### config.mk
export PLATFORM = sky130hd
export DESIGN_NAME = mem_responder
export DESIGN_NICKNAME = d
export VERILOG_FILES = /design/src/rtl/mem_pkg.sv /design/src/rtl/mem_wait_ctr.sv /design/src/rtl/mem_responder.sv
export SDC_FILE = /design/constraint.sdc
export NUM_CORES = 1
export LEC_CHECK = 0
export BUFFER_PORTS_ARGS = -buffer_cell sky130_fd_sc_hd__buf_2
export CORE_ASPECT_RATIO = 1.5
export CORE_MARGIN = 2
export CORE_UTILIZATION = 40
export CTS_CLUSTER_SIZE = 25
export DETAILED_ROUTE_END_ITERATION = 12
export PLACE_DENSITY = 0.78
export SLEW_MARGIN = 0
export SYNTH_ARGS = -nofsm -noshare
export SYNTH_HDL_FRONTEND = slang
export SYNTH_HIERARCHICAL = 1
export SYNTH_SLANG_ARGS = --single-unit
### constraint.sdc
create_clock -name clk -period 2 [get_ports clk]
set_input_delay 0.4 -clock clk [delete_from_list [all_inputs] [get_ports clk]]
set_output_delay 0.4 -clock clk [all_outputs]
set_load 0.05 [all_outputs]
### src/rtl/mem_pkg.sv
// Shared types and constants for the VMA/MD memory responder.
package mem_pkg;

  typedef enum logic [1:0] {
    IDLE,
    ACCESS,
    FINISH
  } mem_state_e;

  localparam int MEM_AW           = 22;
  localparam int MEM_WAIT_DEFAULT = 2;

endpackage

### src/rtl/mem_wait_ctr.sv
// 4-bit load/decrement wait counter with a zero flag.
module mem_wait_ctr (
  input  logic       clk,
  input  logic       reset_n,
  input  logic       load,
  input  logic [3:0] load_val,
  input  logic       dec,
  output logic       zero
);

  logic [3:0] cnt_q;
  logic [3:0] cnt_d;

  always_comb begin
    cnt_d = cnt_q;
    if (load) begin
      cnt_d = load_val;
    end else if (dec && cnt_q != 4'd0) begin
      cnt_d = cnt_q - 4'd1;
    end
  end

  always_ff @(posedge clk or negedge reset_n) begin
    if (!reset_n) cnt_q <= 4'd0;
    else          cnt_q <= cnt_d;
  end

  assign zero = (cnt_q == 4'd0);

endmodule

### src/rtl/mem_responder.sv
// Memory-side responder: fixed-wait SRAM access per memrq strobe,
// read data returned with a one-cycle mfinish pulse.
module mem_responder
  import mem_pkg::*;
#(
  parameter int WAIT_CYCLES = MEM_WAIT_DEFAULT,
  parameter int AW          = MEM_AW
) (
  input  logic          clk,
  input  logic          reset_n,
  input  logic          memrq,
  input  logic          wrcyc,
  input  logic [AW-1:0] pma,
  input  logic [31:0]   md,
  output logic          busy,
  output logic          mfinish,
  output logic [31:0]   mem_rdata,
  output logic          overrun,
  output logic [AW-1:0] sram_addr,
  output logic [31:0]   sram_wdata,
  input  logic [31:0]   sram_rdata,
  output logic          sram_ce_n,
  output logic          sram_we_n
);

  mem_state_e    state_q, state_d;
  logic [AW-1:0] addr_q, addr_d;
  logic [31:0]   wdata_q, wdata_d;
  logic [31:0]   rdata_q, rdata_d;
  logic          wr_q, wr_d;
  logic          ovr_q, ovr_d;
  logic          ce_n_q, ce_n_d;
  logic          we_n_q, we_n_d;
  logic          ctr_load;
  logic          ctr_dec;
  logic          ctr_zero;

  mem_wait_ctr u_wait_ctr (
    .clk      (clk),
    .reset_n  (reset_n),
    .load     (ctr_load),
    .load_val (4'(WAIT_CYCLES)),
    .dec      (ctr_dec),
    .zero     (ctr_zero)
  );

  always_comb begin
    state_d  = state_q;
    addr_d   = addr_q;
    wdata_d  = wdata_q;
    rdata_d  = rdata_q;
    wr_d     = wr_q;
    ovr_d    = ovr_q;
    ctr_load = 1'b0;
    ctr_dec  = 1'b0;
    unique case (state_q)
      IDLE, FINISH: begin
        state_d = IDLE;
        if (memrq) begin
          state_d  = ACCESS;
          addr_d   = pma;
          wdata_d  = md;
          wr_d     = wrcyc;
          ctr_load = 1'b1;
        end
      end
      ACCESS: begin
        // A request during an access is dropped, only flagged.
        if (memrq) ovr_d = 1'b1;
        if (ctr_zero) begin
          state_d = FINISH;
          if (!wr_q) rdata_d = sram_rdata;
        end else begin
          ctr_dec = 1'b1;
        end
      end
      default: state_d = IDLE;
    endcase
    // Strobes follow the next state so they come straight from flops.
    ce_n_d = (state_d != ACCESS);
    we_n_d = !((state_d == ACCESS) && wr_d);
  end

  always_ff @(posedge clk or negedge reset_n) begin
    if (!reset_n) begin
      state_q <= IDLE;
      addr_q  <= '0;
      wdata_q <= '0;
      rdata_q <= '0;
      wr_q    <= 1'b0;
      ovr_q   <= 1'b0;
      ce_n_q  <= 1'b1;
      we_n_q  <= 1'b1;
    end else begin
      state_q <= state_d;
      addr_q  <= addr_d;
      wdata_q <= wdata_d;
      rdata_q <= rdata_d;
      wr_q    <= wr_d;
      ovr_q   <= ovr_d;
      ce_n_q  <= ce_n_d;
      we_n_q  <= we_n_d;
    end
  end

  assign busy       = (state_q == ACCESS);
  assign mfinish    = (state_q == FINISH);
  assign mem_rdata  = rdata_q;
  assign overrun    = ovr_q;
  assign sram_addr  = addr_q;
  assign sram_wdata = wdata_q;
  assign sram_ce_n  = ce_n_q;
  assign sram_we_n  = we_n_q;

endmodule

After elaboration in Yosys (flattened, before gate mapping)
Index checks and enable logic that the tools add are counted. W data, S select, Z words.

Register bits: 96. Latch bits: 0. RAM bits: 0. Bits in read-only memories: 0. Output and inout bits: 91. Word-level logic and storage cells: 37. Memories kept: 0.

Add/sub/neg operators: 1. $mul: 0. Divide/modulo/power cells: 0. Order comparisons: 0. Equality and inequality tests: 4. Shifts and indexed selects: 0. Mux-type cells: 11. Bitwise operators: 1. Reductions and logical operators: 11.

Operator list (count): $mux W4 (2); $mux W1 (7); $eq A2 B1 Y1 const B (2); $logic_not A4 Y1 (1); $pmux W2 S2 (1); $reduce_and A2 Y1 (2); $reduce_bool A4 Y1 (1); $sub A4 B1 Y4 const B (1); $reduce_and A3 Y1 (1); $eq A2 B2 Y1 const B (1); $logic_and A1 B1 Y1 (2); $logic_not A2 Y1 (1); $mux W2 (1); $ne A2 B1 Y1 const B (1); $reduce_bool A2 Y1 (1); $reduce_or A2 Y1 (1); $logic_not A1 Y1 (1); $not A1 Y1 (1).

Longest topological paths before layout
Gate-level depths: netlist of run 1.

Depth after elaboration: 6. Gate-level depth with buffers: 7.

By module
The synthesis of run 1 kept the hierarchy.

Modules (own cells, without submodules): mem_responder (instances 1, cells an instance 203, area an instance 3619.7 µm², sequential area each 2304.7 µm²); mem_wait_ctr (instances 1, cells an instance 27, area an instance 270.3 µm², sequential area each 100.1 µm²).

Worst setup path before layout of run 1
Ideal clock, no wire load.

Path kind: reg2reg. Start point: reg u_wait_ctr.cnt_q[0]. End point: reg u_wait_ctr.cnt_q[1]. Setup time: 80 ps. Arrival: 1900 ps. Setup slack: 20 ps. Stages on the path, launching flop included: 8. Buffers on the path: 0. Cell sequence: dfrtp_1 -> inv_1 -> ha_1 -> nor3b_2 -> nor3b_1 -> inv_1 -> or4_1 -> o211ai_2.

Cells in the longest elaborated chain, start to end: 5. Elaborated cells between the ends (all ways): 9. Those cells by class: 1 x add/sub; 4 x mux; 4 x reduce/logical.

RTL lines: start, declared (line mem_wait_ctr.sv:11) `logic [3:0] cnt_q;`; start signal, assigned (line mem_wait_ctr.sv:25) `else cnt_q <= cnt_d;`; $logic_not A4 Y1 (line mem_wait_ctr.sv:28) `assign zero = (cnt_q == 4'd0);`; named net ctr_zero (line mem_responder.sv:36) `logic ctr_zero;`; $mux W1 (line mem_responder.sv:70) `if (ctr_zero) begin`; $mux W1 (line mem_responder.sv:56) `unique case (state_q)`; named net ctr_dec (line mem_responder.sv:35) `logic ctr_dec;`; $logic_and A1 B1 Y1 (line mem_wait_ctr.sv:18) `end else if (dec && cnt_q != 4'd0) begin`; $reduce_bool A2 Y1 (no line).

The timed path passes the listed nets, and every way through them passes these cells. The select of a mux whose other input is x is not followed. A chain may end at the register's enable or synchronous reset.

Worst setup path in the final report of run 1
Start point: reg u_wait_ctr.cnt_q[1]. End point: reg u_wait_ctr.cnt_q[3].

The elaborated chain is that of the path after synthesis.

==> results of run 1 <==
## sequential cells by signal, indices dropped and copies added, names as in the netlist
signal            cells
overrun               1
sram_wdata           32
wr_q                  1
state_q               2
sram_addr            22
u_wait_ctr/cnt_q      4
mem_rdata            32
sram_we_n             1
sram_ce_n             1
## Yosys cell counts (2+ instances only)
cell type | count | area [um^2]
nand2_1 | 3 | 11.26
nor2_1 | 2 | 7.510
buf_12 | 3 | 60.06
mux2_4 | 30 | 450.4
conb_1 | 2 | 7.510
nor3b_1 | 2 | 15.01
dfrtp_1 | 94 | 2352
nor3_1 | 2 | 10.01
buf_6 | 7 | 78.83
dfstp_2 | 2 | 52.55
mux2_2 | 57 | 641.9
inv_1 | 4 | 15.01
o21ai_0 | 2 | 10.01
## placed cells by master, fill, tap and decap left out, types with 2 or more instances in the layout
cell / count
nor3_1: 2
clkbuf_1: 2
mux2_4: 30
buf_2: 179
inv_1: 3
dfstp_2: 2
buf_12: 4
nor2_1: 2
clkinvlp_4: 2
dfrtp_1: 94
nand2_1: 3
conb_1: 4
o21ai_0: 2
buf_4: 8
mux2_2: 57
clkbuf_16: 10
## logic make-up after synthesis
kind of cell / after synthesis / share of synthesized area, %
AND/OR/NAND/NOR: 20 / 3.635
buffers and inverters: 15 / 4.149
adder cells (fa/ha/maj): 1 / 0.3216
flip-flops: 96 / 61.82
AO/OA/AOI/OAI: 9 / 1.801
multiplexers: 87 / 28.08
other: 2 / 0.1931
## critical path, stage by stage, from the launching register on
cell and delay (ns):
dfrtp_1 0.38, inv_1 0.07, ha_1 0.22, nor3b_4 0.17, nor3b_2 0.30, nor4b_2 0.31, nor3b_1 0.08, a221o_1 0.27
## what timing repair did
action	in CTS	in global routing
hold endpoints to repair	29	0
hold buffers	1	0
pin swaps	0	1
endpoints found under the setup margin	2	33
cloned	0	1
resized for setup	1	3
## metal layers
metal | vias up | share of wire, % | GRT usage (%)
met5 | - | 0 | 0
met1 | 1308 | 36 | 17.11
met3 | 23 | 4.8 | 3.380
met2 | 88 | 56 | 28.49
li1 | 1193 | - | -
met4 | 0 | 3.1 | 9.617
## area by class of cell
class | instances | share of cell area, %
Clock buffer | 12 | 4.665
Tap cell | 115 | 2.723
Timing Repair Buffer | 193 | 20.27
Inverter | 4 | 0.2842
Sequential cell | 96 | 45.51
Clock inverter | 4 | 1.018
Multi-Input combinational cell | 121 | 25.53
## worst max path at each step
stage	from	endpoint	slack, ns	depth (start not counted)
after floorplan	u_wait_ctr/cnt_q[0]	u_wait_ctr/cnt_q[1]	0.02	7
after global placement	u_wait_ctr/cnt_q[1]	u_wait_ctr/cnt_q[1]	0.11	7
after detailed placement	u_wait_ctr/cnt_q[1]	u_wait_ctr/cnt_q[1]	-0.06	7
after CTS	u_wait_ctr/cnt_q[1]	mem_rdata[0]	0.04	6
after global routing	u_wait_ctr/cnt_q[1]	mem_rdata[14]	0.007	6
final	u_wait_ctr/cnt_q[1]	u_wait_ctr/cnt_q[3]	0.07	7
## stage by stage
step                instance area [um^2]  TNS, ns  hold WS, ns  worst slack (ns)
floorplan                           3897        0       0.1044           0.01990
global placement                    4933        0       0.3551            0.1061
detailed placement                  4933  -0.1026       0.3625          -0.05578
CTS                                 5249        0       0.2054           0.04003
global route                        5284        0       0.2155          0.006584
finish                              5284        0       0.2189           0.07365
==> key figures, run 1 <==
Synthesis
  • Synth warn: 6
  • FFs w/ async S/R, synth: 100.0%
  • Post-synthesis cell count: 230
  • Yosys cell types: 33
  • Post-synth EDFFs: 0
  • Main synth FF type: dfrtp_1
  • Mapped cell area: 3890 um^2
  • Mean post-synth cell area: 16.91 um^2
  • Synth Register Bits: 96
  • Register area share after synthesis: 61.82%

Layout
  • Post-layout nets: 516
  • Syn-to-layout area delta: 35.83%
  • Antenna diodes: 0
  • Layout fillers: 799
  • Fin cells: 545
  • Layout cells sized above 1: 70.47%
  • Layout Utilization: 55.16%
  • Multi-input gate area: 1349 um^2
  • Storage cell area: 2405 um^2

Clocking
  • CTS Buf Count: 9
  • Reg clk slew, reported paths: 0.06 ns
  • CTS max path bufs: 2
  • Worst skew pair latency: 0.34 ns
  • Root Buffer: clkbuf_16
  • H-tree levels: 3
  • CTS tree: built
  • Sink Count: 96
  • Post-CTS setup buffers: 0

Timing
  • Count of pins over their slew limit: 0
  • RSZ-0062 raised after global routing: false
  • Final hold vios: 0
  • Final setup violation count: 0
  • Final min period: 1.926 ns
  • Fmax: 519.1 MHz
  • Setup Skew: 0.007364 ns
  • Crit share post-route: 96.32%

Worst setup path
  • Crit path max fanout: 4
  • Worst Setup End Kind: flip-flop
  • R2r endpoint: u_wait_ctr/cnt_q[3]
  • Reg2reg start: u_wait_ctr/cnt_q[1]
  • R2R setup slack: 0.07 ns
  • Classification of the worst setup path: reg2reg
  • Data arrival time of the critical path: 2.14 ns
  • Depth of the worst register-to-register path: 7
  • Type of origin of the critical path: flip-flop
  • Required @ worst endpoint: 2.22 ns

Hold path
  • Min-delay worst type: in2reg
  • Min-delay src: wrcyc
  • Hold Path Stages: 2
  • Hold endpoint: sram_we_n

Job
  • MaxCap Viol Count: 0

Floorplan
  • I/O Pins: 181
  • Placement row count: 44
  • Core area: 9579 um^2
  • Die Height: 124.8 um
  • Die W: 84.52 um
  • Die Footprint: 10,550 um^2
  • Initial core utilization: 40.61%

GRT
  • Initial antenna violation count: 0
  • Gr usage total: 16.06%
  • Largest net degree at the start of global routing: 46
  • Global-route wire length before repair: 13,300 um
  • Total grt overflow: 0
  • Vias in the first global route: 2,751

Detailed routing
  • DRC: 0
  • Routed wire length: 8563 um
  • Initial DRT Pass Iterations: 3
  • 1st-iter DRT viols: 35
  • Via count: 2,612
  • WL per Instance: 15.71 um
  • Via/cell ratio: 4.793
  • Post-DRT Antenna Nets: 0

Place
  • PortBufs: 180
  • Post-Place Cells: 527
  • Gpl congestion: 0.7879
  • Final HPWL DP: 6166 um

Run status
  • Status: completed
Power of run 1 is left out: the tool's default activity adds up to more than one toggle a clock period on the data nets, which glitch-free logic cannot reach.
==> run 2, diff against run 1 <==
- CORE_ASPECT_RATIO: 1.5 -> not set
==> run 2 against run 1 <==
First-iteration DRC count grew 26%; routed wire length decreased by 5.7%; non-clock buffer count down 1; via count is 0.84% lower; worst hold slack worse by 0.19 ns; fmax increased by 2.3%; sequential share of layout area is 1.2 points higher; die area down 0.15%; count of clock-buffer cells in the layout decreased by 3; cell count up 2.4%; register-to-register slack gained 0.04 ns; global-route usage down 0.79 points; critical endpoint is now mem_rdata[3]; largest cell class unchanged.
==> key figures, run 2 (synthesis gave the netlist of run 1 again) <==
Run status
  • Status: completed

Clocking
  • CTS Buf Count: 9 (unchanged)
  • Sink Count: 96 (unchanged)
  • CTS max path bufs: 2 (unchanged)
  • Root Buffer: clkbuf_8
  • Hold-fix buffers at CTS: 0 (-1)
  • Worst skew pair latency: 0.36 ns (+0.02 ns)
  • H-tree levels: 3 (unchanged)
  • Reg clk slew, reported paths: 0.10 ns (+0.04 ns)
  • CTS tree: built

Timing
  • Slew HR: 63.98%
  • Final setup violation count: 0 (unchanged)
  • Pin slew with the least headroom to its limit: 0.5403 ns
  • RSZ-0062 raised after global routing: false
  • Count of pins over their slew limit: 0 (unchanged)
  • Setup Skew: 0.01760 ns (+0.01024 ns)
  • Crit share post-route: 94.19% (-2.1 points)
  • Final min period: 1.884 ns (-0.04250 ns)
  • Fmax: 530.8 MHz (+2.3%)
  • Final hold vios: 0 (unchanged)

Layout
  • Post-layout nets: 515 (-0.19%)
  • Final Cell Area: 5152 um^2 (-2.5%)
  • Most frequent cells in the layout: buf_2, dfrtp_1, mux2_2, mux2_4, buf_4
  • Antenna diodes: 0 (unchanged)
  • Storage cell area: 2405 um^2 (unchanged)
  • Syn-to-layout area delta: 32.45%
  • Layout Utilization: 55.24% (+0.079 points)
  • Most common cell after layout, fill and taps aside: buf_2
  • Layout cells sized above 1: 70.86% (+0.40 points)
  • Multi-input gate area: 1349 um^2 (unchanged)
  • Layout fillers: 803 (+0.50%)

Detailed routing
  • 1st-iter DRT viols: 44 (+26%)
  • Routed wire length: 8073 um (-5.7%)
  • DRC: 0 (unchanged)
  • Via/cell ratio: 4.642 (-3.2%)
  • Post-DRT Antenna Nets: 0 (unchanged)
  • WL per Instance: 14.47 um (-7.9%)
  • Initial DRT Pass Iterations: 4 (+1)
  • Via count: 2,590 (-0.84%)

GRT
  • Vias in the first global route: 2,613 (-5.0%)
  • Gr usage total: 15.28% (-0.79 points)
  • Total grt overflow: 0 (unchanged)
  • Largest net degree at the start of global routing: 97 (+110%)
  • Global-route wire length before repair: 12,430 um (-6.5%)
  • Initial antenna violation count: 0 (unchanged)

Worst setup path
  • R2R setup slack: 0.12 ns (+0.04 ns)
  • R2r endpoint: mem_rdata[3]
  • Classification of the worst setup path: reg2reg
  • End point of the critical path: mem_rdata[3]
  • Required @ worst endpoint: 2.25 ns (+0.03 ns)
  • Depth of the worst register-to-register path: 6 (-1)
  • Crit. Startpoint: u_wait_ctr/cnt_q[1]
  • Data arrival time of the critical path: 2.13 ns (about the same)
  • Type of origin of the critical path: flip-flop
  • Crit path max fanout: 5 (+1)
  • Worst Setup End Kind: flip-flop
  • Reg2reg start: u_wait_ctr/cnt_q[1]

Floorplan
  • Die Footprint: 10,530 um^2 (-0.15%)
  • Core area: 9328 um^2 (-2.6%)
  • I/O Pins: 181 (unchanged)
  • Die W: 102.6 um (+21%)
  • Initial core utilization: 41.70% (+1.1 points)
  • Die Height: 102.6 um (-18%)
  • Placement row count: 35 (-20%)

Job
  • MaxCap Viol Count: 0 (unchanged)

Place
  • Final HPWL DP: 5976 um (-3.1%)
  • PortBufs: 180 (unchanged)
  • Gpl congestion: 0.7747 (-1.7%)
  • Placed Instance Area: 4918 um^2 (-0.30%)

Hold path
  • Min-delay worst type: in2async
## run 2: critical path: stages (launching register included)
cell and delay [ns]:
dfrtp_1 0.40, inv_1 0.06, ha_1 0.21, nor3b_4 0.26, and4bb_4 0.35, buf_4 0.19
mux2_4 0.31
## run 2: worst min path at each step
stage | from | end | slack [ns] | cells past startpoint
finish | reset_n | mem_rdata[1] | 0.03 | 2
CTS | reset_n | mem_rdata[4] | 0.09 | 2
global route | reset_n | mem_rdata[5] | 0.11 | 2
global placement | overrun | overrun | 0.44 | 1
floorplan | reset_n | mem_rdata[0] | 0.10 | 0
detailed placement | overrun | overrun | 0.46 | 1
## run 2: repair_timing
| action | CTS | global route |
|---|---|---|
| buffers inserted | 0 | 1 |
| cloned | 0 | 1 |
| pin swaps | 0 | 1 |
| endpoints found under the setup margin | 2 | 27 |
| gates resized for setup | 1 | 2 |
## run 2: cell type report
class,count,area share (%)
Inverter,4,0.2914
Clock buffer,9,2.404
Clock inverter,7,1.214
Sequential cell,96,46.67
Timing Repair Buffer,192,20.11
Tap cell,129,3.133
Multi-Input combinational cell,121,26.18
## run 2: per-stage QoR
stage | setup WS (ns) | TNS, ns | hold slack, ns | std cells
global route | 0.03944 | 0 | 0.1050 | 558
detailed placement | -0.04175 | -0.05933 | 0.4589 | 540
floorplan | 0.01990 | 0 | 0.1044 | 232
global placement | 0.08173 | 0 | 0.4363 | 540
finish | 0.1161 | 0 | 0.03016 | 558
CTS | 0.01002 | 0 | 0.09115 | 556
## run 2: per-layer routing
layer / vias up / track usage (%) / wire length, um
met2: 112 / 26.19 / 4003
li1: 1186 / - / -
met3: 13 / 5.017 / 670
met1: 1279 / 18.21 / 3279
met5: - / 0 / 0
met4: 0 / 4.923 / 120
Power of run 2 is left out for the same reason.
